--- src/rtl/sudoku_puzzle_loader_if.sv ---
`default_nettype none
// ============================================================================
// Module      : sudoku_puzzle_loader_if
// Description : Signal bundle between the Sudoku puzzle loader and everything
//               around it: the request side (Go / PuzzleSel), the puzzle ROM,
//               the solver datapath strobes/flags and the run status.
//               master = loader side, slave = environment side.
// Ports       : Go, PuzzleSel              request and puzzle select
//               RomAddr, RomData           synchronous puzzle ROM
//               SolverReset/Value/Enter/Next/Start, SolverLoad/Disp/Fail
//               Busy, Done, Solved, Failed, TimedOut, CycleCount
// Revision    : 1.0 - initial release
// ============================================================================
interface sudoku_puzzle_loader_if #(
    parameter int PUZZLE_BITS = 2,
    parameter int CNT_W       = 24
);
    logic                   Go;
    logic [PUZZLE_BITS-1:0] PuzzleSel;
    logic [PUZZLE_BITS+6:0] RomAddr;
    logic [3:0]             RomData;
    logic                   SolverReset;
    logic [3:0]             SolverValue;
    logic                   SolverEnter;
    logic                   SolverNext;
    logic                   SolverStart;
    logic                   SolverLoad;
    logic                   SolverDisp;
    logic                   SolverFail;
    logic                   Busy;
    logic                   Done;
    logic                   Solved;
    logic                   Failed;
    logic                   TimedOut;
    logic [CNT_W-1:0]       CycleCount;

    modport master (
        input  Go, PuzzleSel, RomData, SolverLoad, SolverDisp, SolverFail,
        output RomAddr, SolverReset, SolverValue, SolverEnter, SolverNext,
               SolverStart, Busy, Done, Solved, Failed, TimedOut, CycleCount
    );

    modport slave (
        output Go, PuzzleSel, RomData, SolverLoad, SolverDisp, SolverFail,
        input  RomAddr, SolverReset, SolverValue, SolverEnter, SolverNext,
               SolverStart, Busy, Done, Solved, Failed, TimedOut, CycleCount
    );
endinterface
`default_nettype wire

--- src/rtl/sudoku_puzzle_loader.sv ---
`default_nettype none
// ============================================================================
// Module      : sudoku_puzzle_loader
// Description : Sequencer for the Sudoku solver datapath. On Go it resets the
//               solver, waits for its LOAD phase, streams the 81 cells of the
//               selected stored puzzle from a synchronous ROM using the
//               Enter/Next strobes, pulses Start, then counts RUN cycles
//               until the solver reports Disp (solved) or Fail.
// Ports       : Clk    - system clock, rising edge
//               Reset  - synchronous, active-high
//               bus    - sudoku_puzzle_loader_if.master (request, ROM,
//                        solver strobes/flags and status outputs)
// Options     : SUDOKU_TIMEOUT_EN - when defined, a RUN lasting
//               TIMEOUT_CYCLES cycles is aborted through TOUT (solver reset
//               pulse) and reported as Failed + TimedOut.
// Revision    : 1.0 - initial release
// ============================================================================
module sudoku_puzzle_loader #(
    parameter int               PUZZLE_BITS    = 2,
    parameter int               CNT_W          = 24,
    parameter logic [CNT_W-1:0] TIMEOUT_CYCLES = 24'hFFFFF0
) (
    input  logic                   Clk,
    input  logic                   Reset,
    sudoku_puzzle_loader_if.master bus
);

`ifdef SUDOKU_TIMEOUT_EN
    localparam bit TIMEOUT_ENABLE = 1'b1;
`else
    localparam bit TIMEOUT_ENABLE = 1'b0;
`endif

    localparam logic [3:0] S_IDLE      = 4'd0;
    localparam logic [3:0] S_SRST      = 4'd1;
    localparam logic [3:0] S_WAIT_LOAD = 4'd2;
    localparam logic [3:0] S_FETCH     = 4'd3;
    localparam logic [3:0] S_WRITE     = 4'd4;
    localparam logic [3:0] S_KICK      = 4'd5;
    localparam logic [3:0] S_RUN       = 4'd6;
    localparam logic [3:0] S_TOUT      = 4'd7;
    localparam logic [3:0] S_DONE      = 4'd8;

    localparam logic [6:0]       LAST_CELL    = 7'd80;
    localparam logic [CNT_W-1:0] CNT_MAX      = {CNT_W{1'b1}};
    localparam logic [CNT_W-1:0] TIMEOUT_LAST = TIMEOUT_CYCLES - 1'b1;

    logic [3:0]             state;
    logic [3:0]             state_next;
    logic [6:0]             idx;
    logic [PUZZLE_BITS-1:0] sel;
    logic [CNT_W-1:0]       cycle_count;
    logic                   solved;
    logic                   failed;
    logic                   timed_out;

    logic go_accept;
    logic last_cell;
    logic timeout_hit;

    assign go_accept = bus.Go && ((state == S_IDLE) || (state == S_DONE));
    assign last_cell = (idx == LAST_CELL);
    // The count reaches TIMEOUT_CYCLES on the same edge that leaves RUN, so
    // the frozen value reported in DONE is exactly the limit.
    assign timeout_hit = TIMEOUT_ENABLE && (state == S_RUN) &&
                         (cycle_count == TIMEOUT_LAST) &&
                         !bus.SolverDisp && !bus.SolverFail;

    // ------------------------------------------------------------------
    // State register
    // ------------------------------------------------------------------
    always_ff @(posedge Clk) begin
        if (Reset) begin
            state <= S_IDLE;
        end else begin
            state <= state_next;
        end
    end

    // ------------------------------------------------------------------
    // Next-state logic
    // ------------------------------------------------------------------
    always_comb begin
        state_next = state;
        case (state)
            S_IDLE, S_DONE: begin
                if (bus.Go) begin
                    state_next = S_SRST;
                end
            end
            S_SRST: begin
                state_next = S_WAIT_LOAD;
            end
            S_WAIT_LOAD: begin
                if (bus.SolverLoad) begin
                    state_next = S_FETCH;
                end
            end
            S_FETCH: begin
                state_next = S_WRITE;
            end
            S_WRITE: begin
                state_next = last_cell ? S_KICK : S_FETCH;
            end
            S_KICK: begin
                state_next = S_RUN;
            end
            S_RUN: begin
                // Disp is checked first so a simultaneous Fail loses.
                if (bus.SolverDisp || bus.SolverFail) begin
                    state_next = S_DONE;
                end else if (timeout_hit) begin
                    state_next = S_TOUT;
                end
            end
            S_TOUT: begin
                state_next = S_DONE;
            end
            default: begin
                state_next = S_IDLE;
            end
        endcase
    end

    // ------------------------------------------------------------------
    // Run registers: puzzle select, cell index, cycle count, result flags
    // ------------------------------------------------------------------
    always_ff @(posedge Clk) begin
        if (Reset) begin
            sel         <= '0;
            idx         <= '0;
            cycle_count <= '0;
            solved      <= 1'b0;
            failed      <= 1'b0;
            timed_out   <= 1'b0;
        end else if (go_accept) begin
            sel         <= bus.PuzzleSel;
            idx         <= '0;
            cycle_count <= '0;
            solved      <= 1'b0;
            failed      <= 1'b0;
            timed_out   <= 1'b0;
        end else begin
            if ((state == S_WRITE) && !last_cell) begin
                idx <= idx + 7'd1;
            end
            if (state == S_RUN) begin
                if (cycle_count != CNT_MAX) begin
                    cycle_count <= cycle_count + 1'b1;
                end
                if (bus.SolverDisp) begin
                    solved <= 1'b1;
                end else if (bus.SolverFail) begin
                    failed <= 1'b1;
                end
            end
            if (state == S_TOUT) begin
                failed    <= 1'b1;
                timed_out <= 1'b1;
            end
        end
    end

    // ------------------------------------------------------------------
    // Output decode (Moore on state and run registers)
    // ------------------------------------------------------------------
    always_comb begin
        bus.RomAddr     = '0;
        bus.SolverReset = 1'b0;
        bus.SolverValue = 4'd0;
        bus.SolverEnter = 1'b0;
        bus.SolverNext  = 1'b0;
        bus.SolverStart = 1'b0;
        bus.Busy        = (state != S_IDLE) && (state != S_DONE);
        bus.Done        = (state == S_DONE);
        bus.Solved      = solved;
        bus.Failed      = failed;
        bus.TimedOut    = timed_out;
        bus.CycleCount  = cycle_count;
        case (state)
            S_SRST, S_TOUT: begin
                bus.SolverReset = 1'b1;
            end
            S_FETCH: begin
                bus.RomAddr = {sel, idx};
            end
            S_WRITE: begin
                // ROM data answers the FETCH address of the previous cycle.
                // Codes above 9 are not legal cell values; load them blank.
                bus.SolverValue = (bus.RomData <= 4'd9) ? bus.RomData : 4'd0;
                bus.SolverEnter = 1'b1;
                // The final cell is written without advancing the cursor.
                bus.SolverNext  = !last_cell;
            end
            S_KICK: begin
                bus.SolverStart = 1'b1;
            end
            default: begin
            end
        endcase
    end

endmodule
`default_nettype wire

--- src/flat_wrapper.sv ---
// flat-port wrapper written by rule: the top's interface ports become plain ports
module sudoku_puzzle_loader_flat 
#(
    parameter int               PUZZLE_BITS    = 2,
    parameter int               CNT_W          = 24,
    parameter logic [CNT_W-1:0] TIMEOUT_CYCLES = 24'hFFFFF0
)
  (Clk, Reset, bus_Go, bus_PuzzleSel, bus_RomData, bus_SolverLoad, bus_SolverDisp, bus_SolverFail, bus_RomAddr, bus_SolverReset, bus_SolverValue, bus_SolverEnter, bus_SolverNext, bus_SolverStart, bus_Busy, bus_Done, bus_Solved, bus_Failed, bus_TimedOut, bus_CycleCount);
  sudoku_puzzle_loader_if #(.PUZZLE_BITS(PUZZLE_BITS), .CNT_W(CNT_W)) bus_i ();
  input  logic Clk;
  input  logic Reset;
  input wire logic [$bits(bus_i.Go)-1:0] bus_Go;
  input wire logic [$bits(bus_i.PuzzleSel)-1:0] bus_PuzzleSel;
  input wire logic [$bits(bus_i.RomData)-1:0] bus_RomData;
  input wire logic [$bits(bus_i.SolverLoad)-1:0] bus_SolverLoad;
  input wire logic [$bits(bus_i.SolverDisp)-1:0] bus_SolverDisp;
  input wire logic [$bits(bus_i.SolverFail)-1:0] bus_SolverFail;
  output wire logic [$bits(bus_i.RomAddr)-1:0] bus_RomAddr;
  output wire logic [$bits(bus_i.SolverReset)-1:0] bus_SolverReset;
  output wire logic [$bits(bus_i.SolverValue)-1:0] bus_SolverValue;
  output wire logic [$bits(bus_i.SolverEnter)-1:0] bus_SolverEnter;
  output wire logic [$bits(bus_i.SolverNext)-1:0] bus_SolverNext;
  output wire logic [$bits(bus_i.SolverStart)-1:0] bus_SolverStart;
  output wire logic [$bits(bus_i.Busy)-1:0] bus_Busy;
  output wire logic [$bits(bus_i.Done)-1:0] bus_Done;
  output wire logic [$bits(bus_i.Solved)-1:0] bus_Solved;
  output wire logic [$bits(bus_i.Failed)-1:0] bus_Failed;
  output wire logic [$bits(bus_i.TimedOut)-1:0] bus_TimedOut;
  output wire logic [$bits(bus_i.CycleCount)-1:0] bus_CycleCount;
  assign bus_i.Go = bus_Go;
  assign bus_i.PuzzleSel = bus_PuzzleSel;
  assign bus_i.RomData = bus_RomData;
  assign bus_i.SolverLoad = bus_SolverLoad;
  assign bus_i.SolverDisp = bus_SolverDisp;
  assign bus_i.SolverFail = bus_SolverFail;
  assign bus_RomAddr = bus_i.RomAddr;
  assign bus_SolverReset = bus_i.SolverReset;
  assign bus_SolverValue = bus_i.SolverValue;
  assign bus_SolverEnter = bus_i.SolverEnter;
  assign bus_SolverNext = bus_i.SolverNext;
  assign bus_SolverStart = bus_i.SolverStart;
  assign bus_Busy = bus_i.Busy;
  assign bus_Done = bus_i.Done;
  assign bus_Solved = bus_i.Solved;
  assign bus_Failed = bus_i.Failed;
  assign bus_TimedOut = bus_i.TimedOut;
  assign bus_CycleCount = bus_i.CycleCount;
  sudoku_puzzle_loader #(.PUZZLE_BITS(PUZZLE_BITS), .CNT_W(CNT_W), .TIMEOUT_CYCLES(TIMEOUT_CYCLES)) u_core (.Clk(Clk), .Reset(Reset), .bus(bus_i));
endmodule
--- config.mk ---
export PLATFORM = sky130hd
export DESIGN_NAME = sudoku_puzzle_loader_flat
export DESIGN_NICKNAME = d
export VERILOG_FILES = /design/src/rtl/sudoku_puzzle_loader_if.sv /design/src/rtl/sudoku_puzzle_loader.sv /design/src/flat_wrapper.sv
export SDC_FILE = /design/constraint.sdc
export NUM_CORES = 1
export LEC_CHECK = 0
export CORE_MARGIN = 2
export CORE_UTILIZATION = 43
export CTS_CLUSTER_SIZE = 40
export DETAILED_ROUTE_END_ITERATION = 10
export PLACE_DENSITY = 0.76
export SKIP_LAST_GASP = 1
export SLEW_MARGIN = 20
export SYNTH_ARGS = -nofsm -noshare
export SYNTH_HDL_FRONTEND = slang
export SYNTH_SLANG_ARGS = --single-unit
--- constraint.sdc ---
create_clock -name Clk -period 2 [get_ports Clk]
set_clock_uncertainty 0.2 [all_clocks]
set_input_delay 0.5 -clock Clk [delete_from_list [all_inputs] [get_ports Clk]]
set_output_delay 0.5 -clock Clk [all_outputs]
set_load 0.01 [all_outputs]
==> results by group, run 1 <==
Critical path
  • Crit-path max FO: 4
  • Crit path DAT: 1.51 ns
  • Reg2reg end: u_core.bus.CycleCount[15]$_SDFFE_PP0P_
  • Critical path cell sequence: nor4b_2, buf_4, buf_6, a21boi_4, buf_2
  • Kind of critical path: register to primary output
  • Crit-path slowest cell: dfxtp_4
  • Element type at the critical path end: primary output
  • Worst Setup Start Kind: register
  • FF-to-FF setup slack: -0.19 ns
  • Required @ worst endpoint: 1.30 ns
  • Max incr delay on CP: 0.36 ns
  • R2R cell count: 7
  • Worst r2r src: u_core.state[0]$_SDFFE_PP0P_

Timing
  • Final Critical Period: 2.21 ns
  • Final Hold Viols: 0
  • Final Cycle Share: 111%
  • Slew @ Worst Pin: 0.407 ns
  • Achievable Freq: 0.452 GHz
  • Relative slew slack: 72.1%
  • Final slew viol count: 0
  • Final worst slack: -0.211 ns
  • Final Setup Violations: 22
  • RSZ-0062 raised after global routing: yes

Synth
  • Syn Inst Count: 250
  • Avg Cell Area, Syn: 8.37 um2
  • Synth Warn #: 0
  • Post-synth EDFFs: 0
  • Post-synth ARST share: 0%
  • Post-synth net total: 265
  • Synthesized cell area: 2090 um2
  • Sequential area share after synthesis: 38.3%
  • Yosys reg bits: 40
  • Primary FF master, synth: dfxtp_1
  • Cell variety after synth: 44

Pwr
  • Static leakage: 1.64 nW
  • Pwr dens: 506 nW/um2
  • Maximum vdd drop: 323 uV

Final layout
  • Finished Layout Cells: 432
  • Nets: 392
  • Fin util: 75.3%
  • Most common cell after layout, fill and taps aside: buf_4
  • Area Overhead vs Synth: 68.8%
  • # diodes: 0
  • Highest-count cells in the layout ignoring fill and taps: buf_4, nor2_1, dfxtp_1, nand2_1
  • # fillers: 335
  • Ratio of cells with drive above 1 in the final layout: 38.4%

Worst hold path
  • Hold/Removal Path Class: register to register
  • Worst Hold Depth: 2
  • Worst Hold End: u_core.bus.Failed$_SDFFE_PP0P_
  • HP Start: u_core.bus.Failed$_SDFFE_PP0P_

Die
  • Chip width: 73.8 um
  • Rows: 25
  • Core Region: 4690 um2
  • Ports: 58
  • Die area: 5440 um2
  • Starting Density: 44.6%
  • Die height: 73.8 um

Detailed routing
  • TritonRoute pass-1 iters: 4
  • Final ANT Viol Nets: 0
  • Residual DRC: 0
  • Vias: 2306
  • Iter 0 DRT Violations: 119
  • DR vias/cell: 5.34
  • Wirelength per Cell: 14.5 um
  • Post-Route WL: 6.26 mm

Status
  • Failing checks: setup timing
  • Outcome: finished, violations left

Clock network
  • H-tree depth: 2
  • Worst-Skew Late Latency: 0.30 ns
  • Reg clk slew, reported paths: 0.08 ns
  • Hold-fix buffers, CTS: 0
  • Sink Count: 40
  • Clk root buf: clkbuf_8
  • Total CTS buffers: 5
  • CTS tree: done
  • Clock tree buffer depth: 2

Placed design
  • HPWL Detailed: 4.24 mm
  • Post-Place Cells: 414
  • PortBufs: 57
  • Gpl congestion: 0.785
  • DP Worst Slack: -0.504 ns

GRT
  • Global-route wire length before repair: 9.80 mm
  • Initial antenna violation count: 0
  • Largest net degree at the start of global routing: 21
  • Total grt overflow: 0
  • Gr usage total: 23.1%
  • Vias in the first global route: 2234

Flow run
  • Max Cap Viol: 0
## final cells by class
class	instances	area (um2)	share of cell area (%)
multi-input cells	192	1380	39.2
well taps	54	67.6	1.91
flip-flops and latches	40	823	23.3
repair buffers	132	1130	31.9
inverters	6	22.5	0.638
clock buffers	6	72.6	2.06
clock inverters	2	35.0	0.992
## power breakdown
group          leakage [nW]  switching [mW]  internal, mW
Sequential            0.329          0.0161         0.809
Clock                0.0552           0.299         0.371
Combinational          1.26           0.140         0.153
Total                  1.64           0.455          1.33
## per-layer routing
layer  part of all wire (%)  vias up  GRT usage [%]  routed length [um]
li1                       -     1127              -                   -
met1                     42     1086           26.1                2610
met2                     52       78           41.1                3230
met3                    4.9       15           6.45                 305
met4                    1.8        0           8.48                 110
met5                      0        -              0                   0
## cells in the mapped netlist (all sizes together) (4+ instances only)
master / instances / area (um2)
dfxtp: 40 / 801
inv: 6 / 22.5
and3: 6 / 37.5
o21ai: 7 / 35.0
nand2: 16 / 60.1
nand4: 11 / 68.8
xor2: 8 / 70.1
nand3: 9 / 45.0
a21oi: 18 / 90.1
clkbuf: 5 / 18.8
or3: 5 / 31.3
nor4: 4 / 31.3
nor2: 35 / 131
xnor2: 15 / 131
nor3: 4 / 20.0
and2: 12 / 77.6
buf: 7 / 47.5
## cells by family (layout without fill, tap and decap cells)
family	count (synthesis)	after routing	share of synthesized area (%)
fa+ha+maj	4	4	2.27
xor+xnor	23	23	9.63
compound gates	37	37	10.6
buf+inv	18	146	4.25
mux	3	3	1.50
flops	40	40	38.3
simple gates	125	125	33.4
## metrics by stage
| stage | power (mW) | hold slack [ns] | setup TNS [ns] | cell area [um2] |
|---|---|---|---|---|
| after floorplan | 0.953 | 0.226 | -0.0144 | 2120 |
| after global placement | 1.08 | 0.234 | -5.02 | 3180 |
| after detailed placement | 1.09 | 0.244 | -6.09 | 3180 |
| after CTS | 1.76 | 0.259 | -2.34 | 3370 |
| after global routing | 1.84 | 0.288 | -4.46 | 3530 |
| final | 1.79 | 0.266 | -2.34 | 3530 |
## critical path: cells and delay by family, from the launching register on
family,cells,cell delay [ns]
compound gates,1,0.17
buf+inv,3,0.42
flops,1,0.36
simple gates,1,0.27
## registers in the layout, indices dropped and copies added, names as in the netlist
signal                 flops
u_core.idx                 7
u_core.state               4
u_core.bus.Solved          1
u_core.bus.Failed          1
u_core.bus.TimedOut        1
u_core.bus.CycleCount     24
u_core.sel                 2
## repair_timing
item	in CTS	in global routing
cloned	0	0
buffers inserted	7	5
pin swaps	17	15
resized for setup	126	41
setup endpoints to repair	41	52
## worst max path at each step
| stage | endpoint | from | slack (ns) |
|---|---|---|---|
| CTS | bus_RomAddr[2] | u_core.state[1]$_SDFFE_PP0P_ | -0.24 |
| global placement | bus_SolverValue[0] | bus_RomData[1] | -0.46 |
| detailed placement | bus_SolverValue[0] | bus_RomData[2] | -0.50 |
| finish | bus_SolverNext | u_core.state[0]$_SDFFE_PP0P_ | -0.21 |
| floorplan | u_core.bus.CycleCount[23]$_SDFFE_PP0P_ | u_core.bus.CycleCount[5]$_SDFFE_PP0P_ | -0.01 |
| global route | u_core.bus.CycleCount[15]$_SDFFE_PP0P_ | u_core.state[0]$_SDFFE_PP0P_ | -0.28 |
No activity file was read; power rests on OpenSTA's default activity.
==> run 2: changes to the inputs <==
CORE_MARGIN = not set   (was 2)
==> run 2 against run 1 <==
Against the previous run: the run still ends with setup timing left; non-clock buffer count fell by 6; power shrank 7.0%; first-iteration DRC count down 18%; clock power fell by 15%.
==> results by group, run 2 (synthesis results as in run 1) <==
Status
  • Outcome: finished, violations left
  • Failing checks: setup timing

Pwr
  • Clock power frac: 34.1% (-3.4 points)
  • Reg power frac: 49.4% (+3.3 points)
  • Pwr dens: 487 nW/um2 (-3.9%)
  • Total design power: 1.66 mW (-7.0%)
  • Cell-internal power: 1.23 mW (-7.6%)
  • Maximum vdd drop: 256 uV (-21%)
  • Static leakage: 1.63 nW (-0.43%)
  • Sw frac: 25.9% (+0.45 points)
  • Sw power: 0.431 mW (-5.4%)
  • Part of the power in combinational logic: 16.5% (about the same)

Placed design
  • Placed Area: 3150 um2 (-0.94%)
  • Gpl congestion: 0.845 (+7.6%)
  • PortBufs: 57 (unchanged)
  • Post-Place Cells: 410 (-0.97%)
  • HPWL Detailed: 4.05 mm (-4.6%)

Clock network
  • Hold-fix buffers, CTS: 0 (unchanged)
  • Clk root buf: clkbuf_8
  • Clock tree buffer depth: 2 (unchanged)
  • Worst-Skew Late Latency: 0.30 ns (about the same)
  • H-tree depth: 2 (unchanged)
  • Reg clk slew, reported paths: 0.08 ns (about the same)
  • Sink Count: 40 (unchanged)
  • Total CTS buffers: 5 (unchanged)
  • CTS tree: done

Timing
  • Relative slew slack: 73.2% (+1.0 points)
  • Final Cycle Share: 109% (-1.3 points)
  • Final Critical Period: 2.19 ns (-0.0256 ns)
  • Final Hold Viols: 0 (unchanged)
  • Final slew viol count: 0 (unchanged)
  • Final worst slack: -0.186 ns (+0.0256 ns)
  • RSZ-0062 raised after global routing: yes
  • Slew @ Worst Pin: 0.393 ns (-0.0148 ns)
  • Achievable Freq: 0.457 GHz (+1.2%)
  • Hold Slack: 0.277 ns (+0.0106 ns)
  • Final Setup Violations: 21 (-4.5%)

Final layout
  • # diodes: 0 (unchanged)
  • # fillers: 356 (+6.3%)
  • Final instance area: 3420 um2 (-3.2%)
  • Nets: 386 (-1.5%)
  • Register cell area after layout: 820 um2 (-0.46%)
  • Fin util: 72.8% (-2.4 points)
  • Max FFs per register: 24 (unchanged)
  • Most common cell after layout, fill and taps aside: buf_4
  • Finished Layout Cells: 426 (-1.4%)
  • Highest-count cells in the layout ignoring fill and taps: buf_4, nor2_1, dfxtp_1, clkdlybuf4s50_1, a21oi_1
  • Ratio of cells with drive above 1 in the final layout: 34.7% (-3.7 points)
  • Multi-input logic area: 1320 um2 (-4.8%)
  • Area Overhead vs Synth: 63.3%

Die
  • Core Region: 4690 um2 (unchanged)
  • Chip width: 71.8 um (-2.7%)
  • Ports: 58 (unchanged)
  • Die height: 71.8 um (-2.7%)
  • Die area: 5150 um2 (-5.4%)
  • Rows: 25 (unchanged)
  • Starting Density: 44.6% (unchanged)

Flow run
  • Max Cap Viol: 0 (unchanged)

GRT
  • Total grt overflow: 0 (unchanged)
  • Largest net degree at the start of global routing: 21 (unchanged)
  • Initial antenna violation count: 0 (unchanged)
  • Vias in the first global route: 2101 (-6.0%)
  • Global-route wire length before repair: 9.13 mm (-6.8%)
  • Gr usage total: 22.3% (-0.85 points)

Detailed routing
  • Residual DRC: 0 (unchanged)
  • Iter 0 DRT Violations: 98 (-18%)
  • Vias: 2221 (-3.7%)
  • TritonRoute pass-1 iters: 4 (unchanged)
  • Wirelength per Cell: 13.3 um (-8.3%)
  • Post-Route WL: 5.66 mm (-9.6%)
  • Final ANT Viol Nets: 0 (unchanged)
  • DR vias/cell: 5.21 (-2.3%)

Critical path
  • Element type at the critical path end: primary output
  • Required @ worst endpoint: 1.30 ns (about the same)
  • Crit path DAT: 1.49 ns (-0.02 ns)
  • Kind of critical path: register to primary output
  • Crit-path max FO: 3 (-1)
  • Worst Setup Start Kind: register

Worst hold path
  • Hold/Removal Path Class: register to register
run 2: cell types whose count changed in the layout (fill, tap and decap cells not counted), moves of 3 or more:
cell / before / now
dfxtp_2: 6 / 9
buf_4: 67 / 63
dlygate4sd2_1: 14 / 5
clkdlybuf4s50_1: 15 / 20
dlymetal6s2s_1: 9 / 13
run 2: metrics by stage:
stage                     setup WS [ns]  setup TNS (ns)
after floorplan                 -0.0144         -0.0144
after global placement           -0.464           -4.74
after detailed placement         -0.509           -5.36
after CTS                        -0.170           -1.87
after global routing             -0.207           -3.62
final                            -0.186           -1.85
run 2: power groups by stage:
stage	clock [mW]	sequential, mW	combinational (mW)
after global placement	0	0.837	0.234
after global routing	0.600	0.823	0.298
after detailed placement	0	0.839	0.238
after floorplan	0	0.836	0.117
final	0.567	0.822	0.274
after CTS	0.576	0.822	0.259
run 2: layout make-up:
cell class / instances / area share, %
well taps: 54 / 1.98
repair buffers: 126 / 32.1
clock inverters: 2 / 0.293
flip-flops and latches: 40 / 24.0
clock buffers: 6 / 2.42
inverters: 6 / 0.659
multi-input cells: 192 / 38.5
run 2: path summary, 6_finish.rpt:
path / start / slack (ns) / cells past startpoint / endpoint
worst max-delay path: u_core.state[1]$_SDFFE_PP0P_ / -0.19 / 5 / bus_SolverNext
worst min-delay path: u_core.sel[1]$_SDFFE_PP0P_ / 0.28 / 2 / u_core.sel[1]$_SDFFE_PP0P_
worst max register to register: u_core.state[1]$_SDFFE_PP0P_ / -0.11 / 8 / u_core.bus.CycleCount[18]$_SDFFE_PP0P_
worst min register to register: u_core.sel[1]$_SDFFE_PP0P_ / 0.28 / 2 / u_core.sel[1]$_SDFFE_PP0P_
run 2: routing by layer:
metal | vias up | wire length (um) | global-route usage (%) | part of all wire, %
met4 | 0 | 81 | 5.88 | 1.4
met1 | 1031 | 2520 | 26.4 | 45
met2 | 60 | 2790 | 40.4 | 49
met5 | - | 0 | 0 | 0
li1 | 1119 | - | - | -
met3 | 11 | 261 | 5.06 | 4.6
run 2: worst max-delay path, stage by stage (launching register included):
cell and delay [ns]:
dfxtp_2 0.34, nor4b_2 0.27, buf_4 0.16, buf_6 0.09, a21boi_4 0.18, buf_2 0.15
run 2: repair_timing:
| item | CTS | global route |
|---|---|---|
| pin swaps | 13 | 9 |
| gates cloned | 0 | 0 |
| setup buffers | 9 | 0 |
| gates resized for setup | 111 | 33 |
| setup endpoints to repair | 36 | 55 |
==> run 3: changes to the inputs <==
HOLD_SLACK_MARGIN = 0.08   (was not set)
==> results of run 3 <==
Final layout, timing and power as in run 2 (identical DEF).
